**config.mk**
```make
export PLATFORM = sky130hd
export DESIGN_NAME = dataflow_deadlock_monitor
export DESIGN_NICKNAME = d
export VERILOG_FILES = /design/src/rtl/dataflow_deadlock_monitor.sv
export SDC_FILE = /design/constraint.sdc
export NUM_CORES = 1
export LEC_CHECK = 0
export CAP_MARGIN = 20
export CORE_UTILIZATION = 40
export DETAILED_ROUTE_END_ITERATION = 16
export GPL_TIMING_DRIVEN = 0
export SLEW_MARGIN = 20
export SYNTH_ARGS = -nofsm -noshare
export SYNTH_HDL_FRONTEND = slang
export SYNTH_SLANG_ARGS = --single-unit
export TNS_END_PERCENT = 10
```
**constraint.sdc**
```tcl
create_clock -name clock -period 2 [get_ports clock]
set_clock_uncertainty 0.2 [all_clocks]
set_input_delay 0.3 -clock clock [delete_from_list [all_inputs] [get_ports clock]]
set_output_delay 0.3 -clock clock [all_outputs]
set_load 0.01 [all_outputs]
```
**src/rtl/dataflow_deadlock_monitor.sv**
```systemverilog
// rtl/dataflow_deadlock_monitor.sv - wait-for graph deadlock detector for dataflow processes
//
// Watches an NPROC x NPROC wait-for matrix. Once the matrix has been nonzero
// and unchanged for STALL_CYC cycles, a frozen snapshot is searched one origin
// at a time for a cycle through that origin, using forward (reachable-from)
// and backward (reaches-to) set expansion. A found cycle is latched and held
// until acknowledged.
//
// Ports:
//   clock      in   rising-edge clock
//   reset      in   asynchronous active-low reset
//   enable     in   monitor enable (REPORT ignores it)
//   blk        in   wait-for matrix, blk[i*NPROC+j] = process i waits on j
//   dl_ack     in   clears a held report
//   dl_detect  out  cycle found and held
//   dl_origin  out  one-hot origin of the reported cycle
//   dl_members out  processes on the reported cycle
//   dl_count   out  saturating count of reports since reset
//   busy       out  high while watching or searching
module dataflow_deadlock_monitor #(
  parameter int NPROC     = 3,
  parameter int STALL_CYC = 16,
  parameter int CNT_W     = 8
) (
  input  logic                   clock,
  input  logic                   reset,
  input  logic                   enable,
  input  logic [NPROC*NPROC-1:0] blk,
  input  logic                   dl_ack,
  output logic                   dl_detect,
  output logic [NPROC-1:0]       dl_origin,
  output logic [NPROC-1:0]       dl_members,
  output logic [CNT_W-1:0]       dl_count,
  output logic                   busy
);

  localparam int N2 = NPROC * NPROC;
  localparam int OW = (NPROC > 1) ? $clog2(NPROC) : 1;
  localparam int SW = $clog2(NPROC + 1);

  typedef enum logic [2:0] {
    S_IDLE,
    S_WATCH,
    S_SEARCH,
    S_NOCYC,
    S_REPORT
  } state_t;

  state_t           r_state;
  logic [N2-1:0]    r_snap;
  logic [15:0]      r_stall_cnt;
  logic [NPROC-1:0] r_f;
  logic [NPROC-1:0] r_b;
  logic [SW-1:0]    r_step;
  logic [OW-1:0]    r_origin;
  logic             r_load;
  logic             r_detect;
  logic [NPROC-1:0] r_origin_oh;
  logic [NPROC-1:0] r_members;
  logic [CNT_W-1:0] r_count;

  logic [NPROC-1:0] w_row [NPROC];
  logic [NPROC-1:0] w_col [NPROC];
  logic [NPROC-1:0] w_f_next;
  logic [NPROC-1:0] w_b_next;
  logic [OW-1:0]    w_first_idx;
  logic [OW-1:0]    w_next_idx;
  logic             w_next_vld;
  logic [NPROC-1:0] w_origin_oh;

  // Rows (who i waits on) and columns (who waits on j) of the frozen snapshot.
  always_comb begin
    for (int i = 0; i < NPROC; i++) begin
      w_row[i] = '0;
      w_col[i] = '0;
    end
    for (int i = 0; i < NPROC; i++) begin
      for (int j = 0; j < NPROC; j++) begin
        w_row[i][j] = r_snap[i*NPROC+j];
        w_col[j][i] = r_snap[i*NPROC+j];
      end
    end
  end

  // One expansion step of the forward and backward sets, plus origin selection.
  always_comb begin
    w_f_next    = r_f;
    w_b_next    = r_b;
    w_first_idx = '0;
    w_next_idx  = '0;
    w_next_vld  = 1'b0;
    for (int i = 0; i < NPROC; i++) begin
      if (r_f[i]) w_f_next = w_f_next | w_row[i];
      if (r_b[i]) w_b_next = w_b_next | w_col[i];
    end
    // Scanning downward leaves the lowest qualifying index in place.
    for (int i = NPROC - 1; i >= 0; i--) begin
      if (|w_row[i]) begin
        w_first_idx = OW'(i);
        if (OW'(i) > r_origin) begin
          w_next_idx = OW'(i);
          w_next_vld = 1'b1;
        end
      end
    end
  end

  assign w_origin_oh = NPROC'(1) << r_origin;

  always_ff @(posedge clock or negedge reset) begin
    if (!reset) begin
      r_state     <= S_IDLE;
      r_snap      <= '0;
      r_stall_cnt <= '0;
      r_f         <= '0;
      r_b         <= '0;
      r_step      <= '0;
      r_origin    <= '0;
      r_load      <= 1'b0;
      r_detect    <= 1'b0;
      r_origin_oh <= '0;
      r_members   <= '0;
      r_count     <= '0;
    end else begin
      case (r_state)
        S_IDLE: begin
          if (enable && (|blk)) begin
            r_state     <= S_WATCH;
            r_snap      <= blk;
            r_stall_cnt <= 16'd1;
          end
        end

        S_WATCH: begin
          if (!enable || !(|blk)) begin
            r_state <= S_IDLE;
          end else if (blk != r_snap) begin
            r_snap      <= blk;
            r_stall_cnt <= 16'd1;
          end else if (r_stall_cnt == 16'(STALL_CYC)) begin
            r_state  <= S_SEARCH;
            r_origin <= w_first_idx;
            r_load   <= 1'b1;
          end else begin
            r_stall_cnt <= r_stall_cnt + 16'd1;
          end
        end

        S_SEARCH: begin
          if (!enable) begin
            r_state <= S_IDLE;
            r_load  <= 1'b0;
          end else if (r_load) begin
            r_f    <= w_row[r_origin];
            r_b    <= w_col[r_origin];
            r_step <= SW'(1);
            r_load <= 1'b0;
          end else if (r_step == SW'(NPROC)) begin
            if (r_f[r_origin]) begin
              r_state     <= S_REPORT;
              r_detect    <= 1'b1;
              r_origin_oh <= w_origin_oh;
              r_members   <= (r_f & r_b) | w_origin_oh;
              if (r_count != '1) r_count <= r_count + CNT_W'(1);
            end else if (w_next_vld) begin
              // Next origin's first load overlaps the verdict on this one.
              r_origin <= w_next_idx;
              r_f      <= w_row[w_next_idx];
              r_b      <= w_col[w_next_idx];
              r_step   <= SW'(1);
            end else begin
              r_state <= S_NOCYC;
            end
          end else begin
            r_f    <= w_f_next;
            r_b    <= w_b_next;
            r_step <= r_step + SW'(1);
          end
        end

        S_NOCYC: begin
          // An unchanged matrix was already proven acyclic; wait for it to move.
          if (!enable || (blk != r_snap)) r_state <= S_IDLE;
        end

        S_REPORT: begin
          if (dl_ack) begin
            r_state     <= S_IDLE;
            r_detect    <= 1'b0;
            r_origin_oh <= '0;
            r_members   <= '0;
          end
        end

        default: r_state <= S_IDLE;
      endcase
    end
  end

  assign dl_detect  = r_detect;
  assign dl_origin  = r_origin_oh;
  assign dl_members = r_members;
  assign dl_count   = r_count;
  assign busy       = (r_state == S_WATCH) || (r_state == S_SEARCH);

endmodule
```
# Word-level counts from Yosys, hierarchy flattened
# Index checks and enable logic that the tools add are counted.
word_totals:
  output_inout_bits: 16
  elab_cells: 181
  register_bits: 54
  in_bits: 13
op_classes:
  n_bitwise: 11
  n_eq_ne: 29
  magnitude_cmp: 6
  n_shift: 1
  muxes: 97
  n_reduce_logical: 22
  add_sub_neg: 3
op_table:
  columns: ["operator", "count"]
  rows:
  - ["two-way mux 3 bit", 41]
  - ["two-way mux 16 bit", 4]
  - ["two-way mux 2 bit", 21]
  - ["one-hot mux 16 bit (2 select lines)", 1]
  - ["two-way mux 9 bit", 3]
  - ["inequality test 2 bit, second input constant", 13]
  - ["binary-select mux 3 bit (select 2 bit)", 4]
  - ["inequality test 3 bit, second input constant", 7]
  - ["OR 3 bit", 7]
  - ["one-hot mux 9 bit (2 select lines)", 1]
  - ["adder 16 x 1 -> 16 bit, second input constant", 1]
  - ["equality test 16 x 5 -> 1 bit, second input constant", 1]
  - ["AND reduction 4 bit", 4]
  - ["two-way mux 1 bit", 15]
  - ["one-hot mux 3 bit (5 select lines)", 1]
  - ["one-hot mux 3 bit (2 select lines)", 2]
  - ["AND reduction 6 bit", 2]
  - ["inequality test 9 bit", 1]
  - ["AND reduction 9 bit", 1]
  - ["OR reduction 3 bit", 3]
  - ["OR reduction 9 bit", 1]
  - ["adder 8 x 1 -> 8 bit, second input constant", 1]
  - ["inequality test 8 bit, second input constant", 1]
  - ["AND reduction 8 bit", 1]
  - ["22 further kinds", 32]

# Logic depth before layout (Yosys ltp)
logic_depth:
  ltp_word: 15
  ltp_mapped: 9
  ltp_nobuf: 7

# Worst setup path after synthesis
# Ideal clock, no wire load.
synth_timing:
  path_type: "register to register"
  start: "reg r_snap[6]"
  end: "reg r_state[1]"
  path_slack_ns: -0.152
  setup_time_ns: 0.126
  arrival_time_ns: 1.826
  path_stages_with_launch: 8
  period_less_slack_ns: 2.152
  required_ns: 1.674
  path_buffers: 2
  path_cell_list: "dfrtp_1 -> buf_6 -> or3_1 -> buf_6 -> a22oi_4 -> o21ai_2 -> or2_0 -> o32a_1"
synth_via:
  elab_chain_len: 8
  word_cells_on_any_way: 12
  classes_between: "eq/ne (4); mux (5); reduce/logical (3)"
synth_rtl:
  columns: ["element", "line", "source"]
  rows:
  - ["start, declared", "50", "logic [N2-1:0] r_snap;"]
  - ["start signal, assigned", "129", "r_snap <= blk;"]
  - ["start signal, assigned", "138", "r_snap <= blk;"]
  - ["OR reduction 3 bit", "98", "if (|w_row[i]) begin"]
  - ["two-way mux 1 bit", "98", null]
  - ["two-way mux 1 bit", "100", "if (OW'(i) > r_origin) begin"]
  - ["two-way mux 1 bit", "98", null]
  - ["two-way mux 1 bit", "100", null]
  - ["two-way mux 1 bit", "98", null]
  - ["inequality test 4 bit (no source line)", null, null]
  - ["AND reduction 8 bit (no source line) *", null, null]
  - ["end signal, assigned", "112", "r_state <= S_IDLE;"]
  - ["end signal, assigned", "128", "r_state <= S_WATCH;"]
  - ["end signal, assigned", "136", "r_state <= S_IDLE;"]
  - ["end, declared", "49", "state_t r_state;"]
# Every way passes the cells marked *; elsewhere a longest branch is shown, timed or not.
# A chain may end at the register's enable or synchronous reset.

# Worst setup path in the final report
layout_timing:
  start: "reg r_snap[0]"
  end: "reg r_state[0]"
layout_via:
  elab_chain_len: 4
  word_cells_on_any_way: 8
  classes_between: "eq/ne (4); mux (1); reduce/logical (3)"
layout_rtl:
  columns: ["element", "line", "source"]
  rows:
  - ["inequality test 9 bit / OR reduction 3 bit (equally long branches)", "137, 183, 98", null]
  - ["logical OR 1 bit / two-way mux 1 bit (equally long branches)", "183, 98", null]
  - ["inequality test 2 bit (no source line) / inequality test 4 bit (equally long branches)", null, null]
  - ["AND reduction 8 bit (no source line) *", null, null]
  - ["end signal, assigned", "136", null]
  - ["end signal, assigned", "141", "r_state <= S_SEARCH;"]
  - ["end signal, assigned", "183", "if (!enable || (blk != r_snap)) r_state <= S_IDLE;"]
# Marks and branches as above.

==> flow_metrics.env <==
export IMPL_fmax_mhz=445.8
export IMPL_drive_above_1_share_pct=34.12
export IMPL_drtIter0Drc=251
export IMPL_yosysTopAreaCell="dfrtp_1"
export IMPL_crit_chain="xnor2_2 > nand4_4 > buf_12 > or4_4 > a21o_1 > o21ba_1"
export IMPL_die_y_um=95.32
export IMPL_ys_seq_area_share_pct=38.79
export IMPL_numCtsBuffers=5
export IMPL_violations="negative setup slack"
export IMPL_worst_path_stages=6
export IMPL_r2r_start="r_snap[0]"
export IMPL_critPathKind="reg -> reg"
export IMPL_cts_sinks=54
export IMPL_finalHoldViolCount=0
export IMPL_hold_class="in -> reg"
export IMPL_cp_required_ps=2010
export IMPL_post_drt_wl_per_cell_um=18.55
export IMPL_cp_arrival_ps=2250
export IMPL_crit_family="simple AND/OR/NAND/NOR gates"
export IMPL_detailedRoute_firstPassIterationCount=4
export IMPL_grt_pass1_vias=3172
export IMPL_worst_pin_slew_ps=429.8
export IMPL_antenna_left=0
export IMPL_antenna_found_initial=0
export IMPL_status="complete, but fails checks"
export IMPL_place_ws_ps=-802.7
export IMPL_io_pins=29
export IMPL_fin_util_pct=56.39
export IMPL_ys_types=63
export IMPL_grt_overflow_total=0
export IMPL_tritoncts="yes"
export IMPL_rows=33
export IMPL_num_vias=3233
export IMPL_drc_errors=0
export IMPL_synth_area_um2=3483
export IMPL_async_flop_share_pct=100.0
export IMPL_cap_violations=0
export IMPL_endpoint_kind="register"
export IMPL_setup_worst_path_end="r_state[0]"
export IMPL_multi_input_area_um2=2333
export IMPL_slew_headroom_pct=71.19
export IMPL_min_from="blk[6]"
export IMPL_area_delta_synth_final_pct=35.02
export IMPL_core_um2=8341
export IMPL_syn_area_per_cell_um2=9.440
export IMPL_min_period_over_period_pct=112.2
export IMPL_path_clk_slew_ps=110
export IMPL_clock_path_buffers=2
export IMPL_viasPerCell=6.100
export IMPL_grt_first_pass_wirelength_um=16130
export IMPL_setup_viol=35
export IMPL_crit_path_max_fanout=6
export IMPL_gp_congestion=0.8491
export IMPL_max_stage_delay_ps=520
export IMPL_rsz0062_at_grt="true"
export IMPL_synthTopCellsByArea="dfrtp_1 39%, mux2_2 4.2%, a21oi_1 3.2%"
export IMPL_fin_crit_ps=2243
export IMPL_clk_latency_ps=320
export IMPL_cp_startpoint="r_snap[0]"
export IMPL_synthCells=369
export IMPL_wirelength_um=9834
export IMPL_die_w_um=95.32
export IMPL_grt_use_total_pct=22.99
export IMPL_worstRegToRegCells=6
export IMPL_yosysMostFrequentCell="dfrtp_1"
export IMPL_cts_root_buf="clkbuf_8"
export IMPL_syn_nets=387
export IMPL_synth_commonest_cells="54 x dfrtp_1, 28 x nand2_1, 22 x a21oi_1, 22 x nand3_1"
export IMPL_port_buffers=28
export IMPL_nFillCells=743
export IMPL_peakVddDrop_mv=0.5355
export IMPL_synth_edf_count=0
export IMPL_rr_endpoint="r_state[0]"
export IMPL_initial_core_util_pct=41.76
export IMPL_nets=442
export IMPL_critical_path_slowest_cell="or4_4"
export IMPL_crit_buf_inv=1
export IMPL_hpwlAfterDp_um=6253
export IMPL_n_antenna_cell=0
export IMPL_seq_area_um2=1365
export IMPL_cp_start_kind="register"
export IMPL_ys_warnings_count=0
export IMPL_dieArea_um2=9086
export IMPL_reg2reg_setup_slack_ps=-240
export IMPL_cts_max_level=2
export IMPL_power_density_nw_per_um2=1166
export IMPL_setup_slack_ps=-243.3
export IMPL_synth_top_cell_area_share_pct=38.79
export IMPL_synth_seq_cells=54
export IMPL_drv_slew=0
export IMPL_grt_max_degree=55
export IMPL_p_leak_uw=0.001877
export IMPL_yosys_most_used_dff="dfrtp_1"
==> worst min-delay path by stage <==
stage	to	slack (ps)	cells past startpoint
2_1_floorplan	dl_count[0]	-200	0
3_3_place_gp	dl_members[1]	260	1
3_5_place_dp	r_stall_cnt[10]	110	2
4_1_cts	r_snap[8]	280	2
5_1_grt	r_snap[6]	230	2
6_report	r_snap[6]	230	2
==> area by class of cell <==
class	instances	share of cell area, %
flip-flops and latches	54	29.02
repair buffers	49	10.72
clock buffers	5	1.463
well taps	105	2.793
plain buffers	23	4.230
multi-input cells	276	49.61
inverters	15	1.197
clock inverters	3	0.9577
==> what timing repair did <==
action,in CTS,in global routing
pin swaps,29,17
gates resized for setup,86,45
endpoints found under the hold margin,54,0
hold buffers,1,0
cloned,1,0
setup buffers,14,4
endpoints found under the setup margin,55,53
==> placed cells by master, fill, tap and decap left out, drive strengths merged, types with 10 or more instances in the layout <==
cell type	instances
nand4	10
a21oi	23
nor2	15
o31ai	14
dfrtp	54
clkbuf	11
clkdlybuf4s50	17
nor4	14
o21ai	14
nand2	28
buf	38
xnor2	14
nand3	24
mux2	15
inv	15
==> metrics by stage <==
stage,total power [µW],TNS [ps],area [µm²],std cells,hold slack [ps]
final,5484,-4885,4703,530,233.4
after global routing,5846,-8668,4703,530,232.4
after CTS,5288,-4234,4563,526,280.7
after detailed placement,4049,-25600,3920,503,114.9
after global placement,4020,-99840,3895,502,264.3
after floorplan,3339,-1029,3483,369,-195.6
==> report_power, final <==
group	total, µW	switching, µW	leakage [µW]	internal, µW
Combinational	3090	1630	0.00114	1450
Sequential	1620	275	0.000684	1350
Clock	775	401	0.0000504	373
Total	5480	2310	0.00188	3170
==> routing by layer <==
metal | part of all wire, % | GRT usage (%)
met4 | 1.8 | 8.838
met2 | 47 | 36.25
met5 | 0 | 0
met3 | 4.1 | 3.429
met1 | 47 | 31.62
==> state kept, by name, summed over array words and instances (netlist names) <==
signal       cells
r_stall_cnt     16
r_step           2
r_load           1
r_origin         2
dl_detect        1
dl_origin        3
dl_count         8
r_snap           9
r_f              3
r_state          3
dl_members       3
r_b              3
==> kinds of logic (layout without fill, tap and decap cells) <==
| group | after synthesis | after routing | share of synthesized area (%) |
|---|---|---|---|
| multiplexers | 19 | 19 | 6.214 |
| buffers and inverters | 39 | 95 | 5.639 |
| AO/OA/AOI/OAI | 100 | 100 | 20.65 |
| XOR/XNOR | 17 | 17 | 4.706 |
| adder cells (fa/ha/maj) | 5 | 5 | 1.796 |
| flip-flops | 54 | 54 | 38.79 |
| AND/OR/NAND/NOR | 135 | 135 | 22.20 |
(Power assumes the default switching activity.)
